--- src/rtl/and4_exerciser_pkg.sv ---
// and4_exerciser_pkg: shared widths, state encoding and the golden model
// for the 4-input AND exerciser.
package and4_exerciser_pkg;

    localparam int VEC_W = 4;
    localparam int ERR_W = 8;

    // Raw state codes, also visible on the debug state port.
    localparam logic [1:0] IDLE   = 2'd0;
    localparam logic [1:0] SETTLE = 2'd1;
    localparam logic [1:0] CHECK  = 2'd2;
    localparam logic [1:0] DONE   = 2'd3;

    typedef enum logic [1:0] {
        ST_IDLE   = IDLE,
        ST_SETTLE = SETTLE,
        ST_CHECK  = CHECK,
        ST_DONE   = DONE
    } state_e;

    localparam logic [VEC_W-1:0] VEC_LAST = '1;
    localparam logic [ERR_W-1:0] ERR_MAX  = '1;

    // Golden response of an ideal 4-input AND gate.
    function automatic logic and4_ref(input logic [VEC_W-1:0] vec);
        return &vec;
    endfunction

endpackage

--- src/rtl/and4_ex_timer.sv ---
// and4_ex_timer: settle counter. load_i clears the count, en_i advances it,
// expire_o flags the last settle cycle (count == SETTLE_CYCLES-1).
module and4_ex_timer #(
    parameter int SETTLE_CYCLES = 1
) (
    input  logic clk,
    input  logic rst,
    input  logic load_i,
    input  logic en_i,
    output logic expire_o
);

    localparam int CW = (SETTLE_CYCLES > 1) ? $clog2(SETTLE_CYCLES) : 1;

    logic [CW-1:0] cnt_q;
    logic [CW-1:0] cnt_d;

    // Next count: load has priority over counting.
    always_comb begin
        cnt_d = cnt_q;
        if (load_i) begin
            cnt_d = '0;
        end else if (en_i) begin
            cnt_d = cnt_q + CW'(1);
        end
    end

    // Count register with synchronous reset.
    always_ff @(posedge clk) begin
        if (rst) begin
            cnt_q <= '0;
        end else begin
            cnt_q <= cnt_d;
        end
    end

    assign expire_o = (cnt_q == CW'(SETTLE_CYCLES - 1));

endmodule

--- src/rtl/and4_exerciser.sv ---
// and4_exerciser: walks all 16 input vectors of a 4-input AND gate LOOPS
// times, holds each for SETTLE_CYCLES, samples dut_out in one CHECK cycle
// and accumulates mismatch count, first failing vector and pass flag.
// Optional macro AND4_EXERCISER_STOP_ON_FAIL_EN: end the run at the first
// mismatch, leaving the failing vector on drv_vec through DONE.
// Handshake: start is a level request honoured only in IDLE; busy is high
// from the cycle after acceptance until DONE; done pulses for one cycle
// with pass/err_cnt/first_fail_vec already final in that cycle.
module and4_exerciser
    import and4_exerciser_pkg::*;
#(
    parameter int SETTLE_CYCLES = 1,
    parameter int LOOPS         = 1
) (
    input  logic             clk,
    input  logic             rst,
    input  logic             start,
    input  logic             dut_out,
    output logic [VEC_W-1:0] drv_vec,
    output logic             busy,
    output logic             done,
    output logic             pass,
    output logic [ERR_W-1:0] err_cnt,
    output logic [VEC_W-1:0] first_fail_vec,
    output logic [1:0]       dbg_state
);

    localparam int LW = (LOOPS > 1) ? $clog2(LOOPS) : 1;
    localparam logic [LW-1:0] LOOP_LAST = LW'(LOOPS - 1);

    state_e           state_q, state_d;
    logic [VEC_W-1:0] vec_q, vec_d;
    logic [LW-1:0]    loop_q, loop_d;
    logic             busy_q, busy_d;
    logic             done_q, done_d;
    logic             pass_q, pass_d;
    logic [ERR_W-1:0] err_q, err_d;
    logic [VEC_W-1:0] ff_q, ff_d;

    logic             expire;
    logic             mismatch;
    logic             stop_hit;
    logic [ERR_W-1:0] err_chk;

    // Settle timer runs only in SETTLE and is re-armed everywhere else.
    and4_ex_timer #(
        .SETTLE_CYCLES(SETTLE_CYCLES)
    ) u_timer (
        .clk     (clk),
        .rst     (rst),
        .load_i  (state_q != ST_SETTLE),
        .en_i    ((state_q == ST_SETTLE) && !expire),
        .expire_o(expire)
    );

    // Next-state and result logic; every register holds unless updated.
    always_comb begin
        state_d  = state_q;
        vec_d    = vec_q;
        loop_d   = loop_q;
        busy_d   = busy_q;
        done_d   = 1'b0;
        pass_d   = pass_q;
        err_d    = err_q;
        ff_d     = ff_q;
        mismatch = (dut_out != and4_ref(vec_q));
        err_chk  = err_q;
        stop_hit = 1'b0;

        if (mismatch) begin
            err_chk = (err_q == ERR_MAX) ? err_q : err_q + ERR_W'(1);
        end
`ifdef AND4_EXERCISER_STOP_ON_FAIL_EN
        stop_hit = mismatch;
`endif

        case (state_q)
            ST_IDLE: begin
                busy_d = 1'b0;
                if (start) begin
                    state_d = ST_SETTLE;
                    vec_d   = '0;
                    loop_d  = '0;
                    err_d   = '0;
                    ff_d    = '0;
                    pass_d  = 1'b0;
                    busy_d  = 1'b1;
                end
            end
            ST_SETTLE: begin
                if (expire) begin
                    state_d = ST_CHECK;
                end
            end
            ST_CHECK: begin
                err_d = err_chk;
                if (mismatch && (err_q == '0)) begin
                    ff_d = vec_q;
                end
                if (!stop_hit && (vec_q != VEC_LAST)) begin
                    vec_d   = vec_q + VEC_W'(1);
                    state_d = ST_SETTLE;
                end else if (!stop_hit && (loop_q < LOOP_LAST)) begin
                    loop_d  = loop_q + LW'(1);
                    vec_d   = '0;
                    state_d = ST_SETTLE;
                end else begin
                    state_d = ST_DONE;
                    busy_d  = 1'b0;
                    done_d  = 1'b1;
                    pass_d  = (err_chk == '0);
                end
            end
            ST_DONE: begin
                state_d = ST_IDLE;
                vec_d   = '0;
            end
            default: begin
                state_d = ST_IDLE;
            end
        endcase
    end

    // State and output registers with synchronous reset.
    always_ff @(posedge clk) begin
        if (rst) begin
            state_q <= ST_IDLE;
            vec_q   <= '0;
            loop_q  <= '0;
            busy_q  <= 1'b0;
            done_q  <= 1'b0;
            pass_q  <= 1'b0;
            err_q   <= '0;
            ff_q    <= '0;
        end else begin
            state_q <= state_d;
            vec_q   <= vec_d;
            loop_q  <= loop_d;
            busy_q  <= busy_d;
            done_q  <= done_d;
            pass_q  <= pass_d;
            err_q   <= err_d;
            ff_q    <= ff_d;
        end
    end

    assign drv_vec        = vec_q;
    assign busy           = busy_q;
    assign done           = done_q;
    assign pass           = pass_q;
    assign err_cnt        = err_q;
    assign first_fail_vec = ff_q;
    assign dbg_state      = state_q;

endmodule

--- config.mk ---
export PLATFORM = sky130hd
export DESIGN_NAME = and4_exerciser
export DESIGN_NICKNAME = d
export VERILOG_FILES = /design/src/rtl/and4_exerciser_pkg.sv /design/src/rtl/and4_ex_timer.sv /design/src/rtl/and4_exerciser.sv
export SDC_FILE = /design/constraint.sdc
export NUM_CORES = 1
export LEC_CHECK = 0
export ABC_AREA = 1
export BUFFER_PORTS_ARGS = -buffer_cell sky130_fd_sc_hd__clkbuf_2
export CELL_PAD_IN_SITES_DETAIL_PLACEMENT = 0
export CELL_PAD_IN_SITES_GLOBAL_PLACEMENT = 1
export CORE_UTILIZATION = 34
export DETAILED_ROUTE_END_ITERATION = 8
export PLACE_DENSITY_LB_ADDON = 0.1
export SLEW_MARGIN = 20
export SYNTH_ARGS = -nofsm -noshare
export SYNTH_HDL_FRONTEND = slang
export SYNTH_HIERARCHICAL = 1
export SYNTH_SLANG_ARGS = --single-unit
--- constraint.sdc ---
create_clock -name clk -period 1.49 [get_ports clk]
set_input_delay 0.298 -clock clk [delete_from_list [all_inputs] [get_ports clk]]
set_output_delay 0.298 -clock clk [all_outputs]
set_load 0.02 [all_outputs]
# Yosys cells after proc, flatten, opt, wreduce, memory -nomap -nowiden
# Cells that the tools add are included.
# totals
in_bits	4
elab_cells	73
out_inout_bits	21
reg_bits	23
# op_classes
addsub	4
magnitude_cmp	1
muxes	27
n_reduce_logical	17
n_eq_ne	14
n_bitwise	1
# ops
operator	count
$mux 8	3
$logic_not 8->1	2
$mux 4	4
$pmux 8 s2	1
$ne 2x2->1 const B	6
$pmux 4 s3	1
$reduce_and 4->1	3
$mux 1	9
$reduce_and 3->1	3
$add 8x1->8 const B	1
$eq 8x8->1 const B	1
$mux 2	4
$pmux 2 s4	1
$pmux 4 s2	1
$pmux 1 s2	3
$add 4x1->4 const B	1
$eq 2x2->1 const B	2
$ne 4x4->1 const B	1
$reduce_and 2->1	2
$ne 3x3->1 const B	1
$reduce_bool 3->1	1
$reduce_or 3->1	1
$add 1x1->1 const B	2
$eq 2x1->1 const B	1
other kinds (8)	9

# Logic depth before layout (Yosys ltp)
# depth
ltp_word	7
mapped_depth	12

# Cells and area by module
# The synthesis kept the hierarchy.
# modules_own_cells
module	seq_area_each_um2	area_each_um2	cells_per_inst	n_inst
and4_exerciser	420.4	1253.7	187	1
and4_ex_timer	20.0	45.0	7	1

# Worst setup path before layout
# No wires, ideal clock.
# synth_path
path_kind	reg-to-reg
start	reg vec_q[0], in the netlist drv_vec[0]
end	reg pass_q, in the netlist pass
n_path_buf	1
required_time_ns	1.423
synth_period_minus_slack_ns	1.633
arrival_ns	1.565
path_stages_with_launch	11
path_slack_ns	-0.143
cell_sequence	dfxtp_1 ha_1 nand3_2 nand2_2 nand2_2 buf_6 nand2_2 nand2_1 nor3_2 nand2_1 a21oi_2
# synth_between
elab_chain_len	7
elab_cells_between_ends	10
cone_classes	3 x eq/ne; 4 x mux; 3 x reduce/logical
# synth_rtl
element	line_no	rtl
start: declaration	and4_exerciser.sv:32	logic [VEC_W-1:0] vec_q, vec_d;
start signal: assignment	and4_exerciser.sv:137	vec_q <= vec_d;
$reduce_and 4->1	and4_exerciser_pkg.sv:26	return &vec;
$ne 1x1->1	and4_exerciser.sv:66	mismatch = (dut_out != and4_ref(vec_q));
$mux 8	and4_exerciser.sv:70	if (mismatch) begin
$logic_not 8->1	and4_exerciser.sv:111	pass_d = (err_chk == '0);
$mux 1	and4_exerciser.sv:103	end else if (!stop_hit && (loop_q < LOOP_LAST)) begin
$mux 1	and4_exerciser.sv:100	if (!stop_hit && (vec_q != VEC_LAST)) begin
$pmux 1 s2	and4_exerciser.sv:77	case (state_q)
end signal: assignment	and4_exerciser.sv:141	pass_q <= pass_d;
end: declaration	and4_exerciser.sv:36	logic pass_q, pass_d;
# Parallel ways exist; a longest one is shown, timed or not. The select of a mux whose other input is x is not followed.
# A chain may end at the register's enable or synchronous reset.

# Worst setup path in the final report
# layout_path
start	reg err_q[0], in the netlist err_cnt[0]
end	reg pass_q, in the netlist pass
# layout_between
elab_chain_len	7
elab_cells_between_ends	8
cone_classes	1 x add/sub; 1 x eq/ne; 5 x mux; 1 x reduce/logical
# layout_rtl
element	line_no	rtl
start: declaration	and4_exerciser.sv:37	logic [ERR_W-1:0] err_q, err_d;
start signal: assignment	and4_exerciser.sv:142	err_q <= err_d;
$add 8x1->8 or $eq 8x8->1 (tied branches)	and4_exerciser.sv:71	err_chk = (err_q == ERR_MAX) ? err_q : err_q + ERR_W'(1);
$mux 8	and4_exerciser.sv:71	
$mux 8 (*)	and4_exerciser.sv:70	
$logic_not 8->1 (*)	and4_exerciser.sv:111	
$mux 1 (*)	and4_exerciser.sv:103	
$mux 1 (*)	and4_exerciser.sv:100	
$pmux 1 s2 (*)	and4_exerciser.sv:77	
# Every way passes the cells marked *; elsewhere a longest branch is shown, timed or not. The select of a mux whose other input is x is not followed.

==> out/metrics.yaml <==
timing:
  whs_ps: 329
  fmax_ghz: 0.679
  slew_violations: 0
  rsz0062_at_grt: "yes"
  final_hold_viol_count: 0
  slew_headroom: 0.811
  tightestPinTransition_ps: 282
  finalSetupViolations: 0
  skew_ps: 3.39
  min_period_over_period: 0.988
  min_period_ps: 1470
yosys:
  synth_async_sr_flop_share: 0
  netlist.area_leader.share: 0.339
  synth-seq-cells: 22
  synth_enable_flop_cells: 0
  ys_seq_area_frac: 0.339
  yosysMostFrequentCell: "nand2_1"
  syn_avg_cell_area_sq_um: 6.69
  synthesis.nets: 201
  synth_area_leaders: "dfxtp_1 34%, nand2_1 16%, inv_1 6.4%"
  synth_cells: 194
  synth_flop_cell: "dfxtp_1"
  yosys_warnings: 6
  ys_top_cells_by_count: "56 x nand2_1, 22 x dfxtp_1, 22 x inv_1"
  yosysUniqueCellTypes: 30
  syn-cell-area_sq_um: 1300
  yosys.area.top_type: "dfxtp_1"
routing:
  dr.first_iter.drc_count: 44
  wire_per_inst_um: 12.6
  vias_per_cell: 4.86
  drc: 0
  first_pass_iters: 4
  vias: 1418
  drtAntennaViolNets: 0
  wirelength_mm: 3.67
power_and_ir_drop:
  leakage_nw: 0.826
  ir_drop_mv: 0.608
  power_w: 0.00141
  powerDensity_nw_per_um2: 773
clock_tree:
  cts_sinks: 22
  cts_buffers: 3
  cts_tree: "done"
  h-tree-depth: 1
  root_buffer: "clkbuf_8"
  path_clk_slew_ps: 80
  hold_buffers: 0
  clk_latency_ps: 260
  clk_path_buf_depth: 2
global_route:
  grt_max_degree: 14
  grt_pass1_vias: 1331
  grt_usage: 0.186
  antenna_found_initial: 0
  overflow: 0
  grt_pass1_wl_mm: 5.85
floorplanning:
  rows: 22
  die_area_sq_um: 4070
  ios: 25
  die_w_um: 63.8
  fp.coreArea_sq_um: 3660
  start_util: 0.355
  die_h_um: 63.8
finish:
  syn_to_final_growth_pct: 40.1
  diodes: 0
  final_cells: 292
  drive_above_1_share: 0.402
  nets: 252
setup_path:
  slowest_stage: "dfxtp_4"
  worst_ep_required_time_ps: 1690
  worstSetupEndpointType: "flip-flop"
  worst_ep_arrival_time_ps: 1680
  critical_path.top_delay_family: "simple AND/OR/NAND/NOR gates"
  cp_num_buf_inv: 1
  start_kind: "flip-flop"
  crit_fanout: 8
  critPathMaxStageDelay_ps: 370
  path_cells: "ha_4 -> nand3_2 -> inv_2 -> nand2_4 -> nand3_2 -> a21oi_2 -> nand2_1 -> nor2_1 -> nand2_1 -> a21oi_2"
  crit_type: "flip-flop to flip-flop"
placed_design:
  place_congestion: 0.837
  hpwl_mm: 2.78
  dpl.cell_count: 281
  portBuffers: 24
worst_hold_path:
  hold_class: "input port to flip-flop"
status:
  status: "completed"
flow_run:
  cap_viol_max_count: 0
-- cell families after synthesis --
family,count (synthesis),synth area share
compound gates,24,0.119
xor+xnor,1,0.00674
fa+ha+maj,3,0.0289
buf+inv,29,0.0935
flops,22,0.339
simple gates,115,0.412
-- timing repair --
item | CTS | global route
pin swaps | 3 | 2
hold endpoints to repair | 0 | 0
resized for setup | 9 | 15
buffers inserted | 3 | 3
endpoints found under the setup margin | 1 | 9
cloned | 1 | 0
-- final cells by class --
class	instances	area (sq um)
clock buffers	3	41.3
clock inverters	1	30.0
fillers	383	1840
inverters	24	90.1
multi-input cells	144	830
flip-flops and latches	22	453
well taps	48	60.1
repair buffers	50	315
-- state kept, by name, indices dropped and copies added (netlist names) --
name,count
err_cnt,8
drv_vec,4
first_fail_vec,4
dbg_state,2
busy,1
done,1
pass,1
u_timer/cnt_q,1
-- power by group --
| group | total [W] | leakage [nW] | switching (W) | internal (W) |
|---|---|---|---|---|
| logic | 0.000227 | 0.608 | 0.000142 | 0.0000853 |
| clock network | 0.000565 | 0.0357 | 0.000206 | 0.000359 |
| registers | 0.000614 | 0.182 | 0.0000116 | 0.000603 |
-- metal layers --
layer	share of wire	up-vias	global-route usage	wire length (um)
met5	0	-	0	0
met4	0.028	0	0.0739	102
met3	0.027	11	0.0214	100
met2	0.50	31	0.343	1850
met1	0.44	655	0.215	1610
li1	-	721	-	-
-- placed cells by master, fill, tap and decap left out, types with 4 or more instances in the layout --
| cell | n |
|---|---|
| a21oi_2 | 4 |
| dfxtp_2 | 7 |
| nand4_1 | 4 |
| dfxtp_1 | 14 |
| buf_4 | 26 |
| clkbuf_2 | 24 |
| nand2_2 | 6 |
| nand2_1 | 53 |
| a21oi_1 | 12 |
| nor2_2 | 4 |
| nand2_4 | 5 |
| nor2_1 | 16 |
| nand3_1 | 15 |
| inv_1 | 19 |
| inv_2 | 5 |
| nand3_2 | 4 |
-- per-stage QoR --
stage	area, sq um	worst slack [ps]	setup TNS, ps	utilization
2_1_floorplan	1310	-19.9	-24.8	-
3_3_place_gp	1610	-71.5	-71.5	0.439
3_5_place_dp	1610	-94.9	-94.9	0.439
4_1_cts	1750	1.85	0	0.479
5_1_grt	1820	-88.5	-136	0.497
6_report	1820	17.3	0	0.497
-- path summary, 6_finish.rpt --
kind	start	endpoint	slack, ps	cells after the start
setup reg to reg	err_cnt[0]	pass	20	10
hold / removal	rst	err_cnt[5]	330	2
setup / recovery	err_cnt[0]	pass	20	10
hold reg to reg	first_fail_vec[0]	first_fail_vec[0]	470	2
No activity file was read; power rests on OpenSTA's default activity.
